File: src/rtl/can_rx_drain_ctrl_pkg.sv
// Shared types and frame-decoding helpers for the CAN FD receive drain sequencer.
// Covers the word0 field layout, the DLC-to-byte decoding and the word-count arithmetic.
package can_rx_pkg;

    typedef enum logic [2:0] {
        IDLE   = 3'd0,
        HDR    = 3'd1,
        STREAM = 3'd2,
        REL    = 3'd3,
        GAP    = 3'd4
    } state_t;

    // Layout of word0 in the FIFO read window.
    typedef struct packed {
        logic [22:0] rsvd;
        logic        esi;
        logic        brs;
        logic        fdf;
        logic        ide;
        logic        rtr;
        logic [3:0]  dlc;
    } word0_t;

    localparam int W0_DLC_LSB = 0;
    localparam int W0_DLC_MSB = 3;
    localparam int W0_RTR     = 4;
    localparam int W0_FDF     = 6;

    localparam int BYTES_W = 7;
    localparam int WORDS_W = 5;

    // Classic remote frames carry no payload; FD frames have no remote form.
    function automatic logic [BYTES_W-1:0] dlc_to_bytes(
        input logic [3:0] dlc,
        input logic       fdf,
        input logic       rtr
    );
        logic [BYTES_W-1:0] nbytes;
        nbytes = '0;
        if (rtr && !fdf) begin
            nbytes = 7'd0;
        end else if (dlc <= 4'd8) begin
            nbytes = {3'b000, dlc};
        end else if (!fdf) begin
            nbytes = 7'd8;
        end else begin
            case (dlc)
                4'd9:    nbytes = 7'd12;
                4'd10:   nbytes = 7'd16;
                4'd11:   nbytes = 7'd20;
                4'd12:   nbytes = 7'd24;
                4'd13:   nbytes = 7'd32;
                4'd14:   nbytes = 7'd48;
                default: nbytes = 7'd64;
            endcase
        end
        return nbytes;
    endfunction

    // Two header words plus the payload rounded up to whole 32-bit words.
    function automatic logic [WORDS_W-1:0] bytes_to_words(
        input logic [BYTES_W-1:0] nbytes
    );
        logic [BYTES_W-1:0] words;
        words = 7'd2 + ((nbytes + 7'd3) >> 2);
        return words[WORDS_W-1:0];
    endfunction

endpackage

File: src/rtl/can_rx_drain_ctrl_stream_reg.sv
// Output register stage of the drain stream: holds one word with valid/last flags.
// A flush drops the held word without a handshake.
module can_rx_stream_reg (
    input  logic        clk,
    input  logic        rst,
    input  logic        flush,
    input  logic        load,
    input  logic [31:0] load_data,
    input  logic        load_last,
    input  logic        m_ready,
    output logic        m_valid,
    output logic [31:0] m_data,
    output logic        m_last
);

    logic        valid_reg;
    logic [31:0] data_reg;
    logic        last_reg;

    always_ff @(posedge clk or posedge rst) begin
        if (rst) begin
            valid_reg <= 1'b0;
            data_reg  <= '0;
            last_reg  <= 1'b0;
        end else if (flush) begin
            valid_reg <= 1'b0;
            last_reg  <= 1'b0;
        end else if (load) begin
            valid_reg <= 1'b1;
            data_reg  <= load_data;
            last_reg  <= load_last;
        end else if (valid_reg && m_ready) begin
            valid_reg <= 1'b0;
            last_reg  <= 1'b0;
        end
    end

    assign m_valid = valid_reg;
    assign m_data  = data_reg;
    assign m_last  = last_reg;

endmodule

File: src/rtl/can_rx_drain_ctrl.sv
// Read-side sequencer for the CAN FD RX FIFO: walks the head frame through the read
// window, streams its words over valid/ready, then releases the frame.
module can_rx_drain_ctrl
    import can_rx_pkg::*;
#(
    parameter logic [5:0] WIN_BASE = 6'd16,
    parameter int         CNT_W    = 16
) (
    input  logic             clk,
    input  logic             rst,
    input  logic             enable,
    input  logic             reset_mode,
    input  logic             info_empty,
    input  logic             overrun,
    input  logic [31:0]      fifo_data,
    output logic [5:0]       fifo_addr,
    output logic             fifo_selected,
    output logic             release_buffer,
    output logic             m_valid,
    input  logic             m_ready,
    output logic [31:0]      m_data,
    output logic             m_last,
    output logic             m_ovr,
    output logic             busy,
    output logic [CNT_W-1:0] frame_cnt,
    output logic [CNT_W-1:0] ovr_cnt
);

    localparam logic [CNT_W-1:0] CNT_ONE = {{(CNT_W-1){1'b0}}, 1'b1};

    state_t               state_reg;
    logic [WORDS_W-1:0]   idx_reg;
    logic [WORDS_W-1:0]   total_reg;
    logic                 done_reg;
    logic [5:0]           addr_reg;
    logic                 sel_reg;
    logic                 busy_reg;
    logic                 rel_reg;
    logic                 ovr_reg;
    logic [CNT_W-1:0]     frame_cnt_reg;
    logic [CNT_W-1:0]     ovr_cnt_reg;

    logic                 load_next;
    logic                 last_word_next;
    logic                 accept_last_next;

    // Refill the output register whenever it is empty or being drained this cycle.
    always_comb begin
        load_next        = 1'b0;
        last_word_next   = 1'b0;
        accept_last_next = 1'b0;
        if (state_reg == STREAM) begin
            load_next        = !done_reg && (!m_valid || m_ready) && !reset_mode;
            last_word_next   = (idx_reg == (total_reg - 5'd1));
            accept_last_next = m_valid && m_ready && m_last;
        end
    end

    always_ff @(posedge clk or posedge rst) begin
        if (rst) begin
            state_reg     <= IDLE;
            idx_reg       <= '0;
            total_reg     <= '0;
            done_reg      <= 1'b0;
            addr_reg      <= WIN_BASE;
            sel_reg       <= 1'b0;
            busy_reg      <= 1'b0;
            rel_reg       <= 1'b0;
            ovr_reg       <= 1'b0;
            frame_cnt_reg <= '0;
            ovr_cnt_reg   <= '0;
        end else begin
            rel_reg <= 1'b0;
            if (reset_mode) begin
                state_reg <= IDLE;
                idx_reg   <= '0;
                done_reg  <= 1'b0;
                addr_reg  <= WIN_BASE;
                sel_reg   <= 1'b0;
                busy_reg  <= 1'b0;
                ovr_reg   <= 1'b0;
            end else begin
                case (state_reg)
                    IDLE: begin
                        addr_reg <= WIN_BASE;
                        if (enable && !info_empty) begin
                            state_reg <= HDR;
                            sel_reg   <= 1'b1;
                            busy_reg  <= 1'b1;
                        end
                    end
                    HDR: begin
                        total_reg <= bytes_to_words(dlc_to_bytes(
                                         fifo_data[W0_DLC_MSB:W0_DLC_LSB],
                                         fifo_data[W0_FDF],
                                         fifo_data[W0_RTR]));
                        ovr_reg   <= overrun;
                        idx_reg   <= '0;
                        done_reg  <= 1'b0;
                        state_reg <= STREAM;
                    end
                    STREAM: begin
                        // The address stops on the last word so it never leaves the window.
                        if (load_next) begin
                            idx_reg <= idx_reg + 5'd1;
                            if (last_word_next) begin
                                done_reg <= 1'b1;
                            end else begin
                                addr_reg <= addr_reg + 6'd1;
                            end
                        end
                        if (accept_last_next) begin
                            state_reg <= REL;
                            sel_reg   <= 1'b0;
                            rel_reg   <= 1'b1;
                        end
                    end
                    REL: begin
                        frame_cnt_reg <= frame_cnt_reg + CNT_ONE;
                        if (ovr_reg) begin
                            ovr_cnt_reg <= ovr_cnt_reg + CNT_ONE;
                        end
                        state_reg <= GAP;
                    end
                    GAP: begin
                        state_reg <= IDLE;
                        busy_reg  <= 1'b0;
                        addr_reg  <= WIN_BASE;
                    end
                    default: begin
                        state_reg <= IDLE;
                        sel_reg   <= 1'b0;
                        busy_reg  <= 1'b0;
                        addr_reg  <= WIN_BASE;
                    end
                endcase
            end
        end
    end

    can_rx_stream_reg u_stream_reg (
        .clk       (clk),
        .rst       (rst),
        .flush     (reset_mode),
        .load      (load_next),
        .load_data (fifo_data),
        .load_last (last_word_next),
        .m_ready   (m_ready),
        .m_valid   (m_valid),
        .m_data    (m_data),
        .m_last    (m_last)
    );

    assign fifo_addr      = addr_reg;
    assign fifo_selected  = sel_reg;
    assign release_buffer = rel_reg;
    assign m_ovr          = ovr_reg;
    assign busy           = busy_reg;
    assign frame_cnt      = frame_cnt_reg;
    assign ovr_cnt        = ovr_cnt_reg;

endmodule

File: config.mk
export PLATFORM = sky130hd
export DESIGN_NAME = can_rx_drain_ctrl
export DESIGN_NICKNAME = d
export VERILOG_FILES = /design/src/rtl/can_rx_drain_ctrl_pkg.sv /design/src/rtl/can_rx_drain_ctrl_stream_reg.sv /design/src/rtl/can_rx_drain_ctrl.sv
export SDC_FILE = /design/constraint.sdc
export NUM_CORES = 1
export LEC_CHECK = 0
export ABC_AREA = 1
export CORE_ASPECT_RATIO = 1.4
export CORE_UTILIZATION = 49
export CTS_BUF_LIST = sky130_fd_sc_hd__clkbuf_4 sky130_fd_sc_hd__clkbuf_8 sky130_fd_sc_hd__clkbuf_16
export DETAILED_ROUTE_END_ITERATION = 10
export PLACE_DENSITY = 0.87
export SLEW_MARGIN = 20
export SYNTH_ARGS = -nofsm -noshare
export SYNTH_HDL_FRONTEND = slang
export SYNTH_SLANG_ARGS = --single-unit
File: constraint.sdc
create_clock -name clk -period 3.4 [get_ports clk]
set_clock_uncertainty 0.1 [all_clocks]
set_input_delay 0.68 -clock clk [delete_from_list [all_inputs] [get_ports clk]]
set_output_delay 0.68 -clock clk [all_outputs]
set_load 0.02 [all_outputs]
==> reports/results.md, run 1 <==
Drt
- Detailed Route WL: 10700 um
- antenna viol nets, final: 0
- wire length per cell: 13.6 um
- number of design rule violations left after detail routing: 0
- number of detailed-routing iterations run before antenna repair: 7
- number of vias after detailed routing: 4152
- vias per cell: 5.29
- number of violations reported at the end of detailed-routing iteration 0: 313

Floorplan
- width of the die: 83.4 um
- core area: 9030 um2
- starting density of the core: 0.503
- std cell rows: 41
- Ports: 115
- DIE HEIGHT: 116 um
- area of the die: 9660 um2

Layout
- area occupied by multi-input gates: 1970 um2
- Sequential cell area: 2250 um2
- Layout Area Growth over Synthesis: 34.6%
- number of cells in the finished layout apart from fillers: 785
- antenna diode count: 0
- number of flip-flops in the largest register: 32
- share of layout cells above drive strength 1: 0.0605
- filler cell count: 714
- final standard cell utilization of the core: 0.677
- final net count: 718
- top library cells by usage in the layout, fill and taps aside: 196 x nand2_1, 114 x clkdlybuf4s50_1, 89 x dfrtp_1, 58 x inv_1, 40 x nor2_1
- commonest non-fill, non-tap cell in the layout: nand2_1

Clock network
- Worst-Skew Late Latency: 340 ps
- clock tree from TritonCTS: yes
- TritonCTS Buffers: 9
- CTS sink cnt: 90
- hold-fix buffer count after cts: 0
- clk root buf: clkbuf_16
- Longest Clk Path Bufs: 2
- Setup Buffers After CTS: 0
- Gates resized, CTS repair: 0
- clock transition at the registers of the reported paths: 60 ps
- level count of the clock H-tree: 3

Synthesis
- Yosys reg bits: 90
- fraction of synthesis flops using an asynchronous set or reset pin: 1.00
- primary flip-flop cell chosen by synthesis mapping: dfrtp_1
- Mapped Nets: 601
- syn_area_per_cell: 8.17 um2
- post-synthesis cell count: 556
- portion of the post-synthesis area used by sequential elements: 0.496
- yosys synthesis warning count: 0
- cell area after synthesis: 4540 um2
- number of enable-type register cells in the synthesized netlist: 0
- Cell variety after synth: 34

Timing
- period utilisation layout: 0.719
- Rel. slew slack: 0.554
- final max-slew violation count: 0
- RSZ-0062 raised after global routing: false
- final hold vios: 0
- setup_tns: 0 ps
- number of setup violations in the final report: 0
- Final min period: 2450 ps
- transition time at the pin with the least slew margin: 668 ps
- Max Clk Rate: 409 MHz

Pwr
- pwr/cell area: 672 nW/um2
- cell leakage power: 3.06 nW
- IR drop worst, VDD: 0.584 mV
- total power consumption of the routed design: 4.11 mW

Placed design
- number of cells after detailed placement: 769
- final estimated routing congestion in global placement: 0.875
- port buffer count: 114
- half-perimeter wire length after detailed placement: 7950 um

Global route
- remaining global-route overflow: 0
- first-pass GRT wire length: 17600 um
- antenna violations before repair: 0
- pin count of the biggest net entering global routing: 53
- total routing resource utilization after global routing: 0.227
- vias in the first global route: 3959

Worst setup path
- required time of the worst setup path: 3520 ps
- slowest cell delay on critical path: 630 ps
- CP max stage cell: clkdlybuf4s50_1
- launching element type of the critical path: input port
- CP Data Arrival Time: 2570 ps
- kind of critical path: input port to flip-flop
- maximum fanout encountered on the critical timing path: 11
- most frequent cell on the critical path: nand2_4
- kind of end point of the critical path: flip-flop
- cell chain of the critical path: clkdlybuf4s50_1 -> nor2_4 -> nand2_4 -> nor2_8 -> nand2_4 -> inv_2 -> nand4_1 -> o21ai_0 -> nand2_1

Outcome
- run status: completed

Worst hold path
- type of the worst min-delay path: flip-flop to flip-flop

Flow run
- number of max-capacitance violations reported: 0

==> layer usage <==
layer  track usage  wire length (um)
met2         0.411              5620
met5             0                 0
met1         0.254              4170
met3        0.0420               589
met4         0.126               313
==> synthesized netlist by cell type (3+ instances only) <==
cell	count	area share
xnor2_1	9	0.017
nand3_1	38	0.042
inv_1	59	0.049
clkbuf_1	3	0.0025
nand2_1	196	0.16
ha_1	6	0.017
o21ai_0	26	0.029
nand2_4	3	0.0074
nor2_1	40	0.033
nand4_1	15	0.021
nor2_4	6	0.015
xor2_1	21	0.040
a21oi_1	6	0.0066
nor3_1	12	0.013
buf_6	3	0.0074
dfrtp_1	89	0.49
==> cells by family (layout without fill, tap and decap cells) <==
| family | count (synthesis) | count (layout) | share of synthesized area |
|---|---|---|---|
| xor gates and xnor gates | 30 | 30 | 0.0579 |
| buffers and inverters | 72 | 194 | 0.0691 |
| adders and majority gates | 6 | 6 | 0.0165 |
| DFF | 90 | 90 | 0.496 |
| and+or+nand+nor | 324 | 324 | 0.320 |
| AOI/OAI and AO/OA | 34 | 34 | 0.0402 |
==> where the power goes <==
part | switching, mW | leakage [nW] | internal, mW | total [mW]
Combinational | 0.821 | 1.74 | 0.655 | 1.48
Clock | 0.403 | 0.166 | 0.692 | 1.10
Sequential | 0.198 | 1.15 | 1.34 | 1.54
Total | 1.42 | 3.06 | 2.69 | 4.11
==> metrics by stage <==
stage | area [um2] | worst slack, ps | hold WS [ps]
after floorplan | 4540 | 286 | 409
after global placement | 5780 | 694 | 363
after detailed placement | 5780 | 615 | 368
after CTS | 6110 | 964 | 390
after global routing | 6110 | 754 | 402
final | 6110 | 955 | 384
==> cell type report <==
| type | count | share of cell area |
|---|---|---|
| Clock buffer | 12 | 0.0426 |
| Clock inverter | 4 | 0.0121 |
| Inverter | 62 | 0.0405 |
| Multi-Input combinational cell | 394 | 0.323 |
| Sequential cell | 90 | 0.369 |
| Tap cell | 107 | 0.0219 |
| Timing Repair Buffer | 116 | 0.191 |
==> worst max-delay path: cells and delay by family <==
family | cells | cell delay [ps]
AOI/OAI and AO/OA | 1 | 200
buffers and inverters | 2 | 800
and+or+nand+nor | 6 | 880
==> path summary, 6_finish.rpt <==
path,depth (start not counted),to,from,slack [ps]
worst max-delay path,9,ovr_cnt[7],reset_mode,950
worst min-delay path,2,u_stream_reg.m_data[20],u_stream_reg.m_data[20],380
worst max register to register,12,fifo_addr[2],total_reg[0],1360
worst min register to register,2,u_stream_reg.m_data[20],u_stream_reg.m_data[20],380
max in group asynchronous,3,fifo_addr[4],rst,1820
min in group asynchronous,2,u_stream_reg.m_data[15],rst,640
No activity file was read; power rests on OpenSTA's default activity.
==> run 2: changes to the inputs <==
--- a/config.mk
+++ b/config.mk
@@ -7,10 +7,10 @@
 export LEC_CHECK = 0
 export ABC_AREA = 1
 export CORE_ASPECT_RATIO = 1.4
-export CORE_UTILIZATION = 49
+export CORE_UTILIZATION = 45
 export CTS_BUF_LIST = sky130_fd_sc_hd__clkbuf_4 sky130_fd_sc_hd__clkbuf_8 sky130_fd_sc_hd__clkbuf_16
 export DETAILED_ROUTE_END_ITERATION = 10
-export PLACE_DENSITY = 0.87
+export PLACE_DENSITY = 0.84
 export SLEW_MARGIN = 20
 export SYNTH_ARGS = -nofsm -noshare
 export SYNTH_HDL_FRONTEND = slang
==> constraint.sdc (replaced) <==
create_clock -name clk -period 2.05 [get_ports clk]
set_clock_uncertainty 0.1 [all_clocks]
set_input_delay 0.41 -clock clk [delete_from_list [all_inputs] [get_ports clk]]
set_output_delay 0.41 -clock clk [all_outputs]
set_load 0.02 [all_outputs]
==> run 2 against run 1 <==
  * Largest cell class unchanged
  * Clock power up 41%
  * Setup slack worse by 910 ps
  * Routed wire length up 4.9%
  * Utilization down 2.7 points
  * Combinational power rose by 73%
  * Critical path type is now flip-flop to output pin
  * Flip-flop and latch count unchanged
  * First-iteration DRC count down 37%
==> reports/results.md, run 2 (synthesized netlist as in run 1, its figures left out) <==
Worst setup path
- R2R Path Start: total_reg[0], unchanged
- length in cells of the worst reg-to-reg path: 12, unchanged
- launching element type of the critical path: flip-flop, was input port
- CP Data Arrival Time: 1490 ps, was 2570 ps
- reg-to-reg critical path endpoint: fifo_addr[2], unchanged
- kind of critical path: flip-flop to output pin, was input port to flip-flop
- Setup crit start: fifo_addr[4], was reset_mode
- maximum fanout encountered on the critical timing path: 4, was 11
- minimum setup slack among reg-to-reg paths: 110 ps, was 1360 ps
- cell chain of the critical path: clkdlybuf4s50_1, was clkdlybuf4s50_1 -> nor2_4 -> nand2_4 -> nor2_8 -> nand2_4 -> inv_2 -> nand4_1 -> o21ai_0 -> nand2_1
- kind of cell adding the most delay to the critical path: buffers and inverters, was simple AND/OR/NAND/NOR gates
- count of buffering cells on the critical path with inverters included: 1, was 2
- CP max stage cell: clkdlybuf4s50_1, unchanged
- required time of the worst setup path: 1540 ps, was 3520 ps
- slowest cell delay on critical path: 600 ps, was 630 ps
- kind of end point of the critical path: output pin, was flip-flop

Global route
- remaining global-route overflow: 0, unchanged
- routing usage on met1: 0.238, was 0.254
- first-pass GRT wire length: 18500 um, was 17600 um
- pin count of the biggest net entering global routing: 44, was 53
- vias in the first global route: 4329, was 3959
- M3 GR Usage: 0.0449, was 0.0420
- routing usage on met2: 0.407, was 0.411
- total routing resource utilization after global routing: 0.225, was 0.227
- most used routing layer: met2, unchanged
- antenna violations before repair: 0, unchanged

Floorplan
- area of the die: 10500 um2, was 9660 um2
- Ports: 115, unchanged
- std cell rows: 43, was 41
- core area: 9850 um2, was 9030 um2
- width of the die: 86.9 um, was 83.4 um
- starting density of the core: 0.461, was 0.503
- DIE HEIGHT: 121 um, was 116 um

Timing
- transition time at the pin with the least slew margin: 586 ps, was 668 ps
- Max Clk Rate: 499 MHz
- final max-slew violation count: 0, unchanged
- period utilisation layout: 0.977
- RSZ-0062 raised after global routing: true, was false
- Rel. slew slack: 0.606, was 0.554
- final hold vios: 0, unchanged
- Final min period: 2000 ps
- number of setup violations in the final report: 0, unchanged

Layout
- Layout Area Growth over Synthesis: 40.8%, was 34.6%
- top library cells by usage in the layout, fill and taps aside: 195 x nand2_1, 113 x clkdlybuf4s50_1, 89 x dfrtp_1, 58 x inv_1, 40 x nor2_1, was 196 x nand2_1, 114 x clkdlybuf4s50_1, 89 x dfrtp_1, 58 x inv_1, 40 x nor2_1
- number of flip-flops in the largest register: 32, unchanged
- antenna diode count: 0, unchanged
- final standard cell utilization of the core: 0.650, was 0.677
- final net count: 754, was 718
- commonest non-fill, non-tap cell in the layout: nand2_1, unchanged
- share of layout cells above drive strength 1: 0.109, was 0.0605

Drt
- wire length per cell: 13.2 um, was 13.6 um
- number of vias after detailed routing: 4257, was 4152
- number of detailed-routing iterations run before antenna repair: 4, was 7
- number of design rule violations left after detail routing: 0, unchanged
- Detailed Route WL: 11200 um, was 10700 um
- number of violations reported at the end of detailed-routing iteration 0: 196, was 313
- vias per cell: 5.01, was 5.29
- antenna viol nets, final: 0, unchanged

Clock network
- Setup Buffers After CTS: 0, unchanged
- CTS sink cnt: 90, unchanged
- clock tree from TritonCTS: yes, unchanged
- clk root buf: clkbuf_16, unchanged
- TritonCTS Buffers: 9, unchanged
- clock transition at the registers of the reported paths: 70 ps, was 60 ps
- level count of the clock H-tree: 3, unchanged
- Worst-Skew Late Latency: 340 ps, about the same
- Longest Clk Path Bufs: 2, unchanged

Pwr
- IR drop worst, VDD: 0.848 mV, was 0.584 mV
- pwr/cell area: 1040 nW/um2, was 672 nW/um2
- total power consumption of the routed design: 6.64 mW, was 4.11 mW
- cell leakage power: 3.22 nW, was 3.06 nW

Placed design
- port buffer count: 114, unchanged
- half-perimeter wire length after detailed placement: 8490 um, was 7950 um
- final estimated routing congestion in global placement: 0.851, was 0.875

Flow run
- number of max-capacitance violations reported: 0, unchanged

Worst hold path
- type of the worst min-delay path: input port to asynchronous set/reset pin, was flip-flop to flip-flop

Outcome
- run status: completed, unchanged

-- run 2: repair_timing --
item                                    4_1_cts  5_1_grt
resized for setup                             0        3
hold buffers                                  0        0
endpoints found under the setup margin        0        7
-- run 2: worst max path at each step --
stage,depth (start not counted),end
after global placement,9,ovr_cnt[7]
after global routing,12,fifo_addr[2]
after detailed placement,11,total_reg[3]
after CTS,1,fifo_addr[4]
final,1,fifo_addr[4]
after floorplan,12,fifo_addr[2]
-- run 2: stage by stage --
stage / std cells / hold WS (ps) / area (um2) / setup TNS (ps) / setup WS, ps
2_1_floorplan: 556 / 409 / 4550 / 0 / 301
3_3_place_gp: 833 / 363 / 6110 / -684 / -73.6
3_5_place_dp: 833 / 367 / 6110 / -2270 / -222
4_1_cts: 849 / 330 / 6390 / 0 / 34.6
5_1_grt: 849 / 358 / 6400 / -35.5 / -35.5
6_report: 849 / 325 / 6400 / 0 / 46.2
-- run 2: metal layers --
layer / routed length [um] / part of all wire / vias to the layer above
li1: - / - / 2058
met1: 4290 / 0.38 / 2015
met3: 616 / 0.055 / 36
met2: 5910 / 0.53 / 148
met5: 0 / 0 / -
met4: 403 / 0.036 / 0
-- run 2: power by group --
group | internal (mW) | total, mW | switching, mW
registers | 2.22 | 2.54 | 0.317
logic | 1.15 | 2.56 | 1.40
clock network | 0.854 | 1.55 | 0.699
total | 4.23 | 6.64 | 2.42
-- run 2: cell type report --
class / count / area (um2)
fillers: 793 / 3450
flip-flops and latches: 90 / 2250
multi-input cells: 394 / 1980
repair buffers: 152 / 1470
inverters: 62 / 250
clock buffers: 10 / 239
well taps: 135 / 169
clock inverters: 6 / 41.3
